**config.mk**
```make
export PLATFORM = sky130hd
export DESIGN_NAME = otp_ctrl_fsm
export DESIGN_NICKNAME = d
export VERILOG_FILES = /design/src/rtl/otp_ctrl_pkg.sv /design/src/rtl/otp_bias_decoder.sv /design/src/rtl/otp_ctrl_fsm.sv
export SDC_FILE = /design/constraint.sdc
export NUM_CORES = 1
export LEC_CHECK = 0
export BUFFER_PORTS_ARGS = -buffer_cell sky130_fd_sc_hd__buf_2
export CAP_MARGIN = 30
export CORE_MARGIN = 2
export CORE_UTILIZATION = 50
export CTS_CLUSTER_DIAMETER = 150
export DETAILED_ROUTE_END_ITERATION = 10
export PLACE_DENSITY = 0.76
export SLEW_MARGIN = 25
export SYNTH_ARGS = -nofsm -noshare
export SYNTH_HDL_FRONTEND = slang
export SYNTH_HIERARCHICAL = 1
export SYNTH_SLANG_ARGS = --single-unit
```
**constraint.sdc**
```tcl
create_clock -name clk -period 4.1 [get_ports clk]
set_clock_uncertainty 0.05 [all_clocks]
set_input_delay 0 -clock clk [delete_from_list [all_inputs] [get_ports clk]]
set_output_delay 0 -clock clk [all_outputs]
set_load 0.01 [all_outputs]
```
**src/rtl/otp_ctrl_pkg.sv**
```systemverilog
// Shared level codes, mode codes and state encoding for the OTP array controller.
package otp_ctrl_pkg;

    localparam logic [1:0] MODE_READ  = 2'b00;
    localparam logic [1:0] MODE_WRITE = 2'b01;
    localparam logic [1:0] MODE_IDLE  = 2'b10;

    localparam logic [1:0] PL_GND  = 2'b00;
    localparam logic [1:0] PL_MID  = 2'b01;
    localparam logic [1:0] PL_READ = 2'b10;
    localparam logic [1:0] PL_HIGH = 2'b11;

    localparam logic BL_GND   = 1'b0;
    localparam logic BL_MID   = 1'b1;
    localparam logic WLN_MID  = 1'b0;
    localparam logic WLN_GND  = 1'b1;
    localparam logic WLP_HIGH = 1'b0;
    localparam logic WLP_MID  = 1'b1;

    localparam logic PRG_WRITE = 1'b1;
    localparam logic PRG_READ  = 1'b0;
    localparam logic READ_ON   = 1'b1;
    localparam logic READ_OFF  = 1'b0;

    typedef logic [1:0] state_t;
    localparam state_t ST_IDLE    = 2'd0;
    localparam state_t ST_W_PULSE = 2'd1;
    localparam state_t ST_W_CHECK = 2'd2;
    localparam state_t ST_R_ROW   = 2'd3;

endpackage

```
**src/rtl/otp_bias_decoder.sv**
```systemverilog
// Moore decode of array driver levels from state, biased row and latched column.
module otp_bias_decoder
    import otp_ctrl_pkg::*;
#(
    parameter int A  = 2,
    parameter int B  = 2,
    parameter int RW = 1,
    parameter int AW = 1
) (
    input  state_t            state,
    input  logic [RW-1:0]     row,
    input  logic [AW-1:0]     col,
    output logic [2*B-1:0]    pl,
    output logic [B-1:0]      bl,
    output logic [A-1:0]      wln,
    output logic [A-1:0]      wlp,
    output logic              prg
);

    always_comb begin
        pl  = {B{PL_GND}};
        bl  = {B{BL_GND}};
        wln = {A{WLN_GND}};
        wlp = {A{WLP_MID}};
        prg = PRG_READ;
        case (state)
            ST_W_PULSE: begin
                // unselected columns sit at the inhibit level while one cell is pulsed
                prg             = PRG_WRITE;
                pl              = {B{PL_MID}};
                bl              = {B{BL_MID}};
                pl[2*col +: 2]  = PL_HIGH;
                bl[col]         = BL_GND;
                wln[row]        = WLN_MID;
                wlp[row]        = WLP_HIGH;
            end
            ST_W_CHECK, ST_R_ROW: begin
                pl[2*col +: 2]  = PL_READ;
                bl[col]         = BL_MID;
                wln[row]        = WLN_MID;
            end
            default: ;
        endcase
    end

endmodule

```
**src/rtl/otp_ctrl_fsm.sv**
```systemverilog
// OTP array sequencer: row-by-row program/verify with retry, and row-by-row read.
//   state      | meaning
//   ST_IDLE    | idle bias, sample mode
//   ST_W_PULSE | program pulse on [row][col], PULSE_CYCLES long
//   ST_W_CHECK | verify cycle under read bias
//   ST_R_ROW   | read bias on [row][col], READ_CYCLES long
module otp_ctrl_fsm
    import otp_ctrl_pkg::*;
#(
    parameter int A            = 2,
    parameter int B            = 2,
    parameter int PULSE_CYCLES = 4,
    parameter int READ_CYCLES  = 2,
    parameter int MAX_RETRIES  = 3,
    localparam int ADDR_WIDTH  = $clog2(B)
) (
    input  logic                  clk,
    input  logic                  reset,
    input  logic [1:0]            mode,
    input  logic [ADDR_WIDTH-1:0] column,
    input  logic [A-1:0]          data_in,
    input  logic                  writing_successful,
    input  logic                  output_read_circuit,
    output logic [2*B-1:0]        PL,
    output logic [B-1:0]          BL,
    output logic [A-1:0]          WLN,
    output logic [A-1:0]          WLP,
    output logic                  PRG,
    output logic                  read_active,
    output logic [A-1:0]          data_out
);

    localparam int RW = (A > 1) ? $clog2(A) : 1;
    localparam int CW = $clog2(((PULSE_CYCLES > READ_CYCLES) ? PULSE_CYCLES : READ_CYCLES) + 1);
    localparam int TW = $clog2(MAX_RETRIES + 1) + 1;
    localparam logic [CW-1:0] PULSE_LOAD = CW'(PULSE_CYCLES - 1);
    localparam logic [CW-1:0] READ_LOAD  = CW'(READ_CYCLES - 1);

    state_t                  state;
    logic [RW-1:0]           row;
    logic [TW-1:0]           retry;
    logic [CW-1:0]           cnt;
    logic [ADDR_WIDTH-1:0]   col_q;
    logic [A-1:0]            data_q;
    logic                    col_ok;
    logic                    first_found, next_found;
    logic [RW-1:0]           first_row, next_row;

    assign col_ok = (int'(column) < B);

    // Row skip: lowest row still to program, searched downward so the lowest hit wins.
    always_comb begin
        first_found = 1'b0;
        first_row   = '0;
        next_found  = 1'b0;
        next_row    = '0;
        for (int i = A - 1; i >= 0; i--) begin
            if (data_in[i]) begin
                first_found = 1'b1;
                first_row   = RW'(i);
            end
            if (data_q[i] && (i > int'(row))) begin
                next_found = 1'b1;
                next_row   = RW'(i);
            end
        end
    end

    always_ff @(posedge clk) begin
        if (reset) begin
            state    <= ST_IDLE;
            row      <= '0;
            retry    <= '0;
            cnt      <= '0;
            col_q    <= '0;
            data_q   <= '0;
            data_out <= '0;
        end else begin
            case (state)
                ST_IDLE: begin
                    if (mode == MODE_WRITE && col_ok) begin
                        col_q  <= column;
                        data_q <= data_in;
                        retry  <= '0;
                        cnt    <= PULSE_LOAD;
                        if (first_found) begin
                            row   <= first_row;
                            state <= ST_W_PULSE;
                        end
                    end else if (mode == MODE_READ && col_ok) begin
                        col_q    <= column;
                        data_out <= '0;
                        row      <= '0;
                        cnt      <= READ_LOAD;
                        state    <= ST_R_ROW;
                    end
                end
                ST_W_PULSE: begin
                    if (cnt == '0) state <= ST_W_CHECK;
                    else           cnt   <= cnt - CW'(1);
                end
                ST_W_CHECK: begin
                    cnt <= PULSE_LOAD;
                    if (writing_successful || retry == TW'(MAX_RETRIES)) begin
                        retry <= '0;
                        if (next_found) begin
                            row   <= next_row;
                            state <= ST_W_PULSE;
                        end else begin
                            state <= ST_IDLE;
                        end
                    end else begin
                        retry <= retry + TW'(1);
                        state <= ST_W_PULSE;
                    end
                end
                ST_R_ROW: begin
                    if (cnt == '0) begin
                        data_out[row] <= output_read_circuit;
                        cnt           <= READ_LOAD;
                        if (row == RW'(A - 1)) state <= ST_IDLE;
                        else                   row   <= row + RW'(1);
                    end else begin
                        cnt <= cnt - CW'(1);
                    end
                end
                default: state <= ST_IDLE;
            endcase
        end
    end

    assign read_active = (state == ST_R_ROW) ? READ_ON : READ_OFF;

    otp_bias_decoder #(.A(A), .B(B), .RW(RW), .AW(ADDR_WIDTH)) u_bias (
        .state (state),
        .row   (row),
        .col   (col_q),
        .pl    (PL),
        .bl    (BL),
        .wln   (WLN),
        .wlp   (WLP),
        .prg   (PRG)
    );

endmodule

```
==> flow_summary.rst, run 1 <==
.. list-table::
   :header-rows: 1

   * - Metric
     - Value
   * - Num CTS Buffers
     - 3
   * - Clock latency on the worst-skew pair
     - 0.27 ns
   * - Vias per std cell
     - 5.66
   * - First-pass iteration count of the detailed router
     - 4
   * - Initial standard-cell utilization of the core
     - 0.551
   * - Buffer cell driving the clock tree root
     - clkbuf_4
   * - Number of routed nets with antenna violations
     - 0
   * - Type of the worst min-delay path
     - in -> reg
   * - Top FF cell, synth
     - dfxtp_1
   * - Async set-or-reset flop fraction in the synthesized netlist
     - 0
   * - Core Util, Final
     - 0.662
   * - Number of global-route vias before repair
     - 710
   * - Maximum clock path buffer count
     - 2
   * - Cts repair resizes
     - 0
   * - Number of different library cells in the post-synthesis netlist
     - 41
   * - Avg Cell Area, Syn
     - 8.67 sq um
   * - Total cell area at the placement stage
     - 956 sq um
   * - Clock tree from TritonCTS
     - yes
   * - Headroom to the max-slew limit
     - 0.542
   * - Number of vias in the routed layout
     - 798
   * - Final WL
     - 1.88 mm
   * - Final Wtd Congestion
     - 0.759
   * - Number of nets in the layout
     - 139
   * - Part of the Yosys area used for sequential elements
     - 0.303
   * - Least-Margin Pin Slew
     - 0.686 ns
   * - Unrepaired setup endpoints after global routing
     - false
   * - Achievable clock frequency
     - 554 MHz
   * - Clock transition at the registers of the reported paths
     - 0.08 ns
   * - Number of enable-type register cells in the synthesized netlist
     - 0
   * - Kind of launch point of the worst setup path
     - register
   * - Max-cap violation count
     - 0
   * - First DRT Iteration DRCs
     - 16
   * - Final hold violation count
     - 0
   * - Post-synthesis instance area
     - 858 sq um
   * - #FFs+latches synth
     - 13
   * - Total Negative Setup Slacks
     - 0 ns
   * - Clk sinks
     - 13
   * - Status
     - complete, no violations
   * - Number of max-slew violations in the final report
     - 0
   * - Largest net degree at the start of global routing
     - 22
   * - Leakage power total
     - 0.432 nW
   * - Detailed placer's ending HPWL
     - 1.32 mm
   * - Critical path arrival
     - 1.94 ns
   * - Final critical delay including setup and external delays
     - 1.80 ns
   * - Post-CTS setup buffers
     - 0
   * - Number of antenna violations at the first check in global routing
     - 0
   * - Final-layout fill cell count
     - 139
   * - Period utilisation layout
     - 0.440
   * - Share of final-layout standard cells stronger than drive strength 1
     - 0.280
   * - Height of the chip
     - 45.4 microns
   * - First-pass GRT wire length
     - 3.06 mm
   * - Biggest fanout along the worst timing path
     - 21
   * - Width of the die
     - 45.4 microns
   * - Total power of the final layout
     - 657 uW
   * - Final worst-path setup slack
     - 2.30 ns
   * - Number of buffers inserted for hold repair after clock tree synthesis
     - 5
   * - Aggregate global-route resource usage
     - 0.204
   * - H-tree levels
     - 1
   * - P&R area growth vs syn
     - 20.3%
   * - Number of primary I/O pins
     - 23
   * - VDD IR-drop max
     - 0.356 mV
   * - Setup violation total in the final timing report
     - 0
   * - Inserted Diodes
     - 0
   * - Power per unit of standard cell area
     - 637 nW/um^2
   * - Number of buffer cells added on primary ports
     - 22
   * - Critical path start-end classification
     - reg -> reg
   * - Pre-CTS setup slack
     - 2.30 ns
   * - Gate count after technology mapping
     - 99
   * - Number of DRC violations after detailed routing
     - 0
   * - Final design area excluding fillers
     - 1030 sq um
   * - Die area
     - 2060 sq um
   * - Count of warnings emitted by yosys
     - 6
   * - Data required time of the critical path
     - 4.24 ns
   * - Area of the core
     - 1560 sq um
   * - Grt total ovfl
     - 0
   * - Avg WL per Cell
     - 13.3 microns
   * - Crit end category
     - register
   * - Std cell rows
     - 14
   * - Synth Net Count
     - 112
worst max-delay path, cell delays in order, from the launching register on:
cell	delay (ns)
dfxtp_1	0.77
inv_1	0.22
o31ai_2	0.35
nand3_2	0.12
o32ai_1	0.22
synth_stat cells, types with 3 or more instances:
master	n	area, sq um
dfxtp_1	13	260
nor2_1	12	45.0
nand2b_1	7	43.8
inv_1	5	18.8
ha_1	4	50.1
nor2b_1	4	25.0
mux2i_1	3	30.0
nand2_1	3	11.3
nand3b_1	3	22.5
o21ai_0	3	15.0
metrics by stage:
step,hold slack (ns),std cells
2_1_floorplan,0.0282,99
3_3_place_gp,0.188,132
3_5_place_dp,0.199,132
4_1_cts,0.0228,141
5_1_grt,0.0241,141
6_report,0.0291,141
area by class of cell:
class                   count  area, sq um  share of cell area
flip-flops and latches     13          260               0.252
inverters                   6         22.5              0.0218
repair buffers             27          160               0.155
multi-input cells          75          543               0.526
well taps                  16         20.0              0.0194
clock buffers               4         26.3              0.0255
routing by layer:
| layer | global-route usage | share of wire |
|---|---|---|
| met1 | 0.252 | 0.46 |
| met2 | 0.352 | 0.50 |
| met3 | 0.0714 | 0.044 |
| met4 | 0.0176 | 0 |
| met5 | 0 | 0 |
kinds of logic after synthesis:
| logic type | count (synthesis) | synth area share |
|---|---|---|
| DFF | 13 | 0.303 |
| AOI/OAI and AO/OA | 24 | 0.216 |
| and+or+nand+nor | 42 | 0.297 |
| buffers and inverters | 11 | 0.0641 |
| muxes | 5 | 0.0612 |
| adders and majority gates | 4 | 0.0583 |
power by group:
| part | total, mW | switching [mW] | leakage (nW) | internal [mW] |
|---|---|---|---|---|
| registers | 0.230 | 0.0723 | 0.107 | 0.157 |
| clock network | 0.0773 | 0.0396 | 0.0150 | 0.0377 |
| logic | 0.350 | 0.185 | 0.311 | 0.165 |
layout by cell type, fill, tap and decap left out, types with 2 or more instances in the layout:
cell / count
a221oi_1: 2
o211ai_1: 2
nand2_1: 3
nor2b_1: 4
o32ai_1: 2
ha_1: 4
nand3b_1: 3
mux2i_1: 3
mux2_2: 2
a21boi_1: 2
a22oi_1: 2
a21oi_1: 2
o21ai_0: 3
or4_1: 2
nor2_1: 12
nand2b_1: 7
clkbuf_4: 3
inv_1: 5
a21o_1: 2
a311oi_1: 2
dlygate4sd3_1: 5
buf_2: 22
dfxtp_1: 13
state kept, by name (all words and copies together) (netlist names):
signal    flops
row           1
cnt           3
retry         3
data_out      2
state         2
data_q        1
col_q         1
worst paths after layout:
check | start | end | slack [ns] | cells past startpoint
setup / recovery | state[1] | data_out[1] | 2.30 | 4
hold reg to reg | cnt[0] | cnt[0] | 0.44 | 1
hold / removal | reset | data_q[1] | 0.03 | 2
setup reg to reg | state[1] | data_out[1] | 2.30 | 4
No activity file was read; power rests on OpenSTA's default activity.
==> run 2: changes to the inputs <==
--- a/config.mk
+++ b/config.mk
@@ -7,11 +7,12 @@
 export LEC_CHECK = 0
 export BUFFER_PORTS_ARGS = -buffer_cell sky130_fd_sc_hd__buf_2
 export CAP_MARGIN = 30
+export CORE_ASPECT_RATIO = 0.7
 export CORE_MARGIN = 2
-export CORE_UTILIZATION = 50
+export CORE_UTILIZATION = 45
 export CTS_CLUSTER_DIAMETER = 150
 export DETAILED_ROUTE_END_ITERATION = 10
-export PLACE_DENSITY = 0.76
+export PLACE_DENSITY = 0.73
 export SLEW_MARGIN = 25
 export SYNTH_ARGS = -nofsm -noshare
 export SYNTH_HDL_FRONTEND = slang
==> constraint.sdc (replaced) <==
create_clock -name clk -period 1.6 [get_ports clk]
set_clock_uncertainty 0.05 [all_clocks]
set_input_delay 0 -clock clk [delete_from_list [all_inputs] [get_ports clk]]
set_output_delay 0 -clock clk [all_outputs]
set_load 0.01 [all_outputs]
==> run 2 against run 1 <==
Compared with the run above: the run now ends with setup timing left; count of clock-buffer cells in the layout is the same; cell area rose by 8.1%; fmax is 12% higher; sequential power rose by 130%; hold slack worse by 0.0087 ns; non-clock buffer count is 6 higher; power increased to 2.9 times the previous value; flip-flop and latch count is the same; via count is 3.9% higher; largest cell class unchanged.
==> flow_summary.rst, run 2 (same netlist as run 1, synthesis figures left out) <==
.. list-table::
   :header-rows: 1

   * - Metric
     - Value
   * - Status
     - finished with violations
   * - Violations in the final reports
     - setup timing
   * - Number of vias in the routed layout
     - 829 (+3.9%)
   * - Least-Margin Pin Slew
     - 0.408 ns (-0.277 ns)
   * - Leakage power total
     - 0.469 nW (+8.6%)
   * - Height of the chip
     - 40.5 microns (-11%)
   * - Number of routed nets with antenna violations
     - 0 (unchanged)
   * - Final Instance Count excl. Fillers
     - 153 (+8.5%)
   * - Achievable clock frequency
     - 623 MHz (+12%)
   * - Num CTS Buffers
     - 3 (unchanged)
   * - Number of global-route vias before repair
     - 682 (-3.9%)
   * - Clock transition at the registers of the reported paths
     - 0.08 ns (about the same)
   * - Number of nets in the layout
     - 145 (+4.3%)
   * - Capture instance of the worst register-to-register path
     - row
   * - Commonest non-fill, non-tap cell in the layout
     - buf_2
   * - Number of primary I/O pins
     - 23 (unchanged)
   * - Critical path arrival
     - 1.75 ns (-0.19 ns)
   * - Final-layout fill cell count
     - 168 (+21%)
   * - Kind of launch point of the worst setup path
     - register
   * - Hold-critical path endpoint
     - retry[0]
   * - Std cell rows
     - 13 (-1)
   * - Aggregate global-route resource usage
     - 0.188 (-0.0156)
   * - Avg WL per Cell
     - 14.4 microns (+7.9%)
   * - Period utilisation layout
     - 1.00 (+0.563)
   * - Total power of the final layout
     - 1.92 mW (+190%)
   * - Data required time of the critical path
     - 1.74 ns (-2.50 ns)
   * - Number of max-slew violations in the final report
     - 0 (unchanged)
   * - H-tree levels
     - 1 (unchanged)
   * - Final critical delay including setup and external delays
     - 1.60 ns (-0.199 ns)
   * - Final WL
     - 2.20 mm (+17%)
   * - P&R area growth vs syn
     - 30.0%
   * - Largest net degree at the start of global routing
     - 16 (-27%)
   * - Registers with the most flip-flops
     - cnt x3, retry x3
   * - Number of buffer cells added on primary ports
     - 22 (unchanged)
   * - Flop-to-flop setup slack
     - -0.004 ns (-2.30 ns)
   * - Vias per std cell
     - 5.42 (-4.3%)
   * - Type of the worst min-delay path
     - in -> reg
   * - Final hold violation count
     - 0 (unchanged)
   * - First DRT Iteration DRCs
     - 32 (+16)
   * - Clk sinks
     - 13 (unchanged)
   * - Inserted Diodes
     - 0 (unchanged)
   * - Buffer cell driving the clock tree root
     - clkbuf_4
   * - Biggest fanout along the worst timing path
     - 6 (-71%)
   * - Width of the die
     - 56.2 microns (+24%)
   * - First-pass GRT wire length
     - 3.20 mm (+4.7%)
   * - Initial standard-cell utilization of the core
     - 0.471 (-0.0794)
   * - Max-cap violation count
     - 0 (unchanged)
   * - Startpoint of the worst hold path
     - reset
   * - Clock tree from TritonCTS
     - yes
   * - Headroom to the max-slew limit
     - 0.726 (+0.184)
   * - Die area
     - 2280 sq um (+10%)
   * - Unrepaired setup endpoints after global routing
     - true
   * - Worst hold path cell count
     - 2 (unchanged)
   * - Post-CTS setup buffers
     - 0 (unchanged)
   * - Power per unit of standard cell area
     - 1720 nW/um^2 (+170%)
   * - Core Util, Final
     - 0.613 (-0.0495)
   * - Final design area excluding fillers
     - 1120 sq um (+8.1%)
   * - Grt total ovfl
     - 0 (unchanged)
   * - Share of final-layout standard cells stronger than drive strength 1
     - 0.351 (+0.0711)
   * - Depth of the most critical reg-to-reg path
     - 6 (+2)
   * - VDD IR-drop max
     - 0.793 mV (+120%)
   * - Area of the core
     - 1820 sq um (+17%)
   * - Clock latency on the worst-skew pair
     - 0.28 ns (about the same)
   * - # placed instances
     - 144 (+9.1%)
   * - Detailed placer's ending HPWL
     - 1.51 mm (+15%)
   * - Maximum clock path buffer count
     - 2 (unchanged)
   * - Setup violation total in the final timing report
     - 1 (+1)
   * - Final worst-path setup slack
     - -0.00413 ns (-2.30 ns)
   * - Number of antenna violations at the first check in global routing
     - 0 (unchanged)
   * - Origin of the critical flop-to-flop path
     - cnt[0]
   * - Critical path start-end classification
     - reg -> reg
   * - Total cell area at the placement stage
     - 1020 sq um (+6.8%)
   * - Number of DRC violations after detailed routing
     - 0 (unchanged)
   * - Commonest cells after routing, fill and taps aside
     - 22 x buf_2, 12 x nor2_1, 11 x dfxtp_1
   * - First-pass iteration count of the detailed router
     - 4 (unchanged)
   * - Crit end category
     - register
   * - Final Wtd Congestion
     - 0.953 (+26%)
## run 2: cell count changes in the layout (fill, tap and decap cells not counted), sizes merged
cell,change
buf,+6
## run 2: how the worst max path moves through the flow
stage	from	to	slack, ns	cells after the start
5_1_grt	cnt[0]	row	-0.10	6
2_1_floorplan	state[1]	row	0.13	5
4_1_cts	state[0]	data_out[0]	0.01	4
3_3_place_gp	state[1]	state[0]	0.03	4
3_5_place_dp	cnt[0]	row	0.02	6
6_report	cnt[0]	row	-0.004	6
## run 2: stage by stage
stage	TNS, ns	setup WS (ns)	hold slack, ns
after detailed placement	0	0.0177	0.209
after CTS	0	0.0126	0.00458
after global placement	0	0.0339	0.195
after floorplan	0	0.128	0.0282
after global routing	-0.105	-0.104	0.0454
final	-0.00413	-0.00413	0.0204
## run 2: repair_timing
item / CTS / global route
gates cloned: 0 / 0
hold buffers: 5 / 0
hold endpoints to repair: 6 / 0
setup endpoints to repair: 1 / 5
gates resized for setup: 0 / 5
pin swaps: 1 / 2
## run 2: report_power, final
part / leakage, nW / switching, mW / internal (mW) / total, mW
sequential: 0.107 / 0.126 / 0.409 / 0.535
combinational: 0.347 / 0.618 / 0.561 / 1.18
clock: 0.0150 / 0.109 / 0.0968 / 0.206
## run 2: layout make-up
type                            count  area (sq um)  share of cell area
Clock buffer                        4          26.3              0.0235
Tap cell                           22          27.5              0.0247
Inverter                            6          22.5              0.0202
Multi-Input combinational cell     75           559               0.501
Sequential cell                    13           263               0.235
Timing Repair Buffer               33           218               0.195
## run 2: per-layer routing
layer / global-route usage / routed length [microns] / part of all wire
met1: 0.252 / 981 / 0.45
met4: 0.0357 / 0 / 0
met2: 0.306 / 1070 / 0.49
met3: 0.0581 / 149 / 0.068
met5: 0 / 0 / 0
## run 2: worst max-delay path, cell delays in order, from the launching register on
cell and delay [ns]:
dfxtp_1 0.33, inv_1 0.09, ha_2 0.21, nand2b_4 0.08
a22oi_2 0.25, o2111ai_1 0.20, a221oi_2 0.30
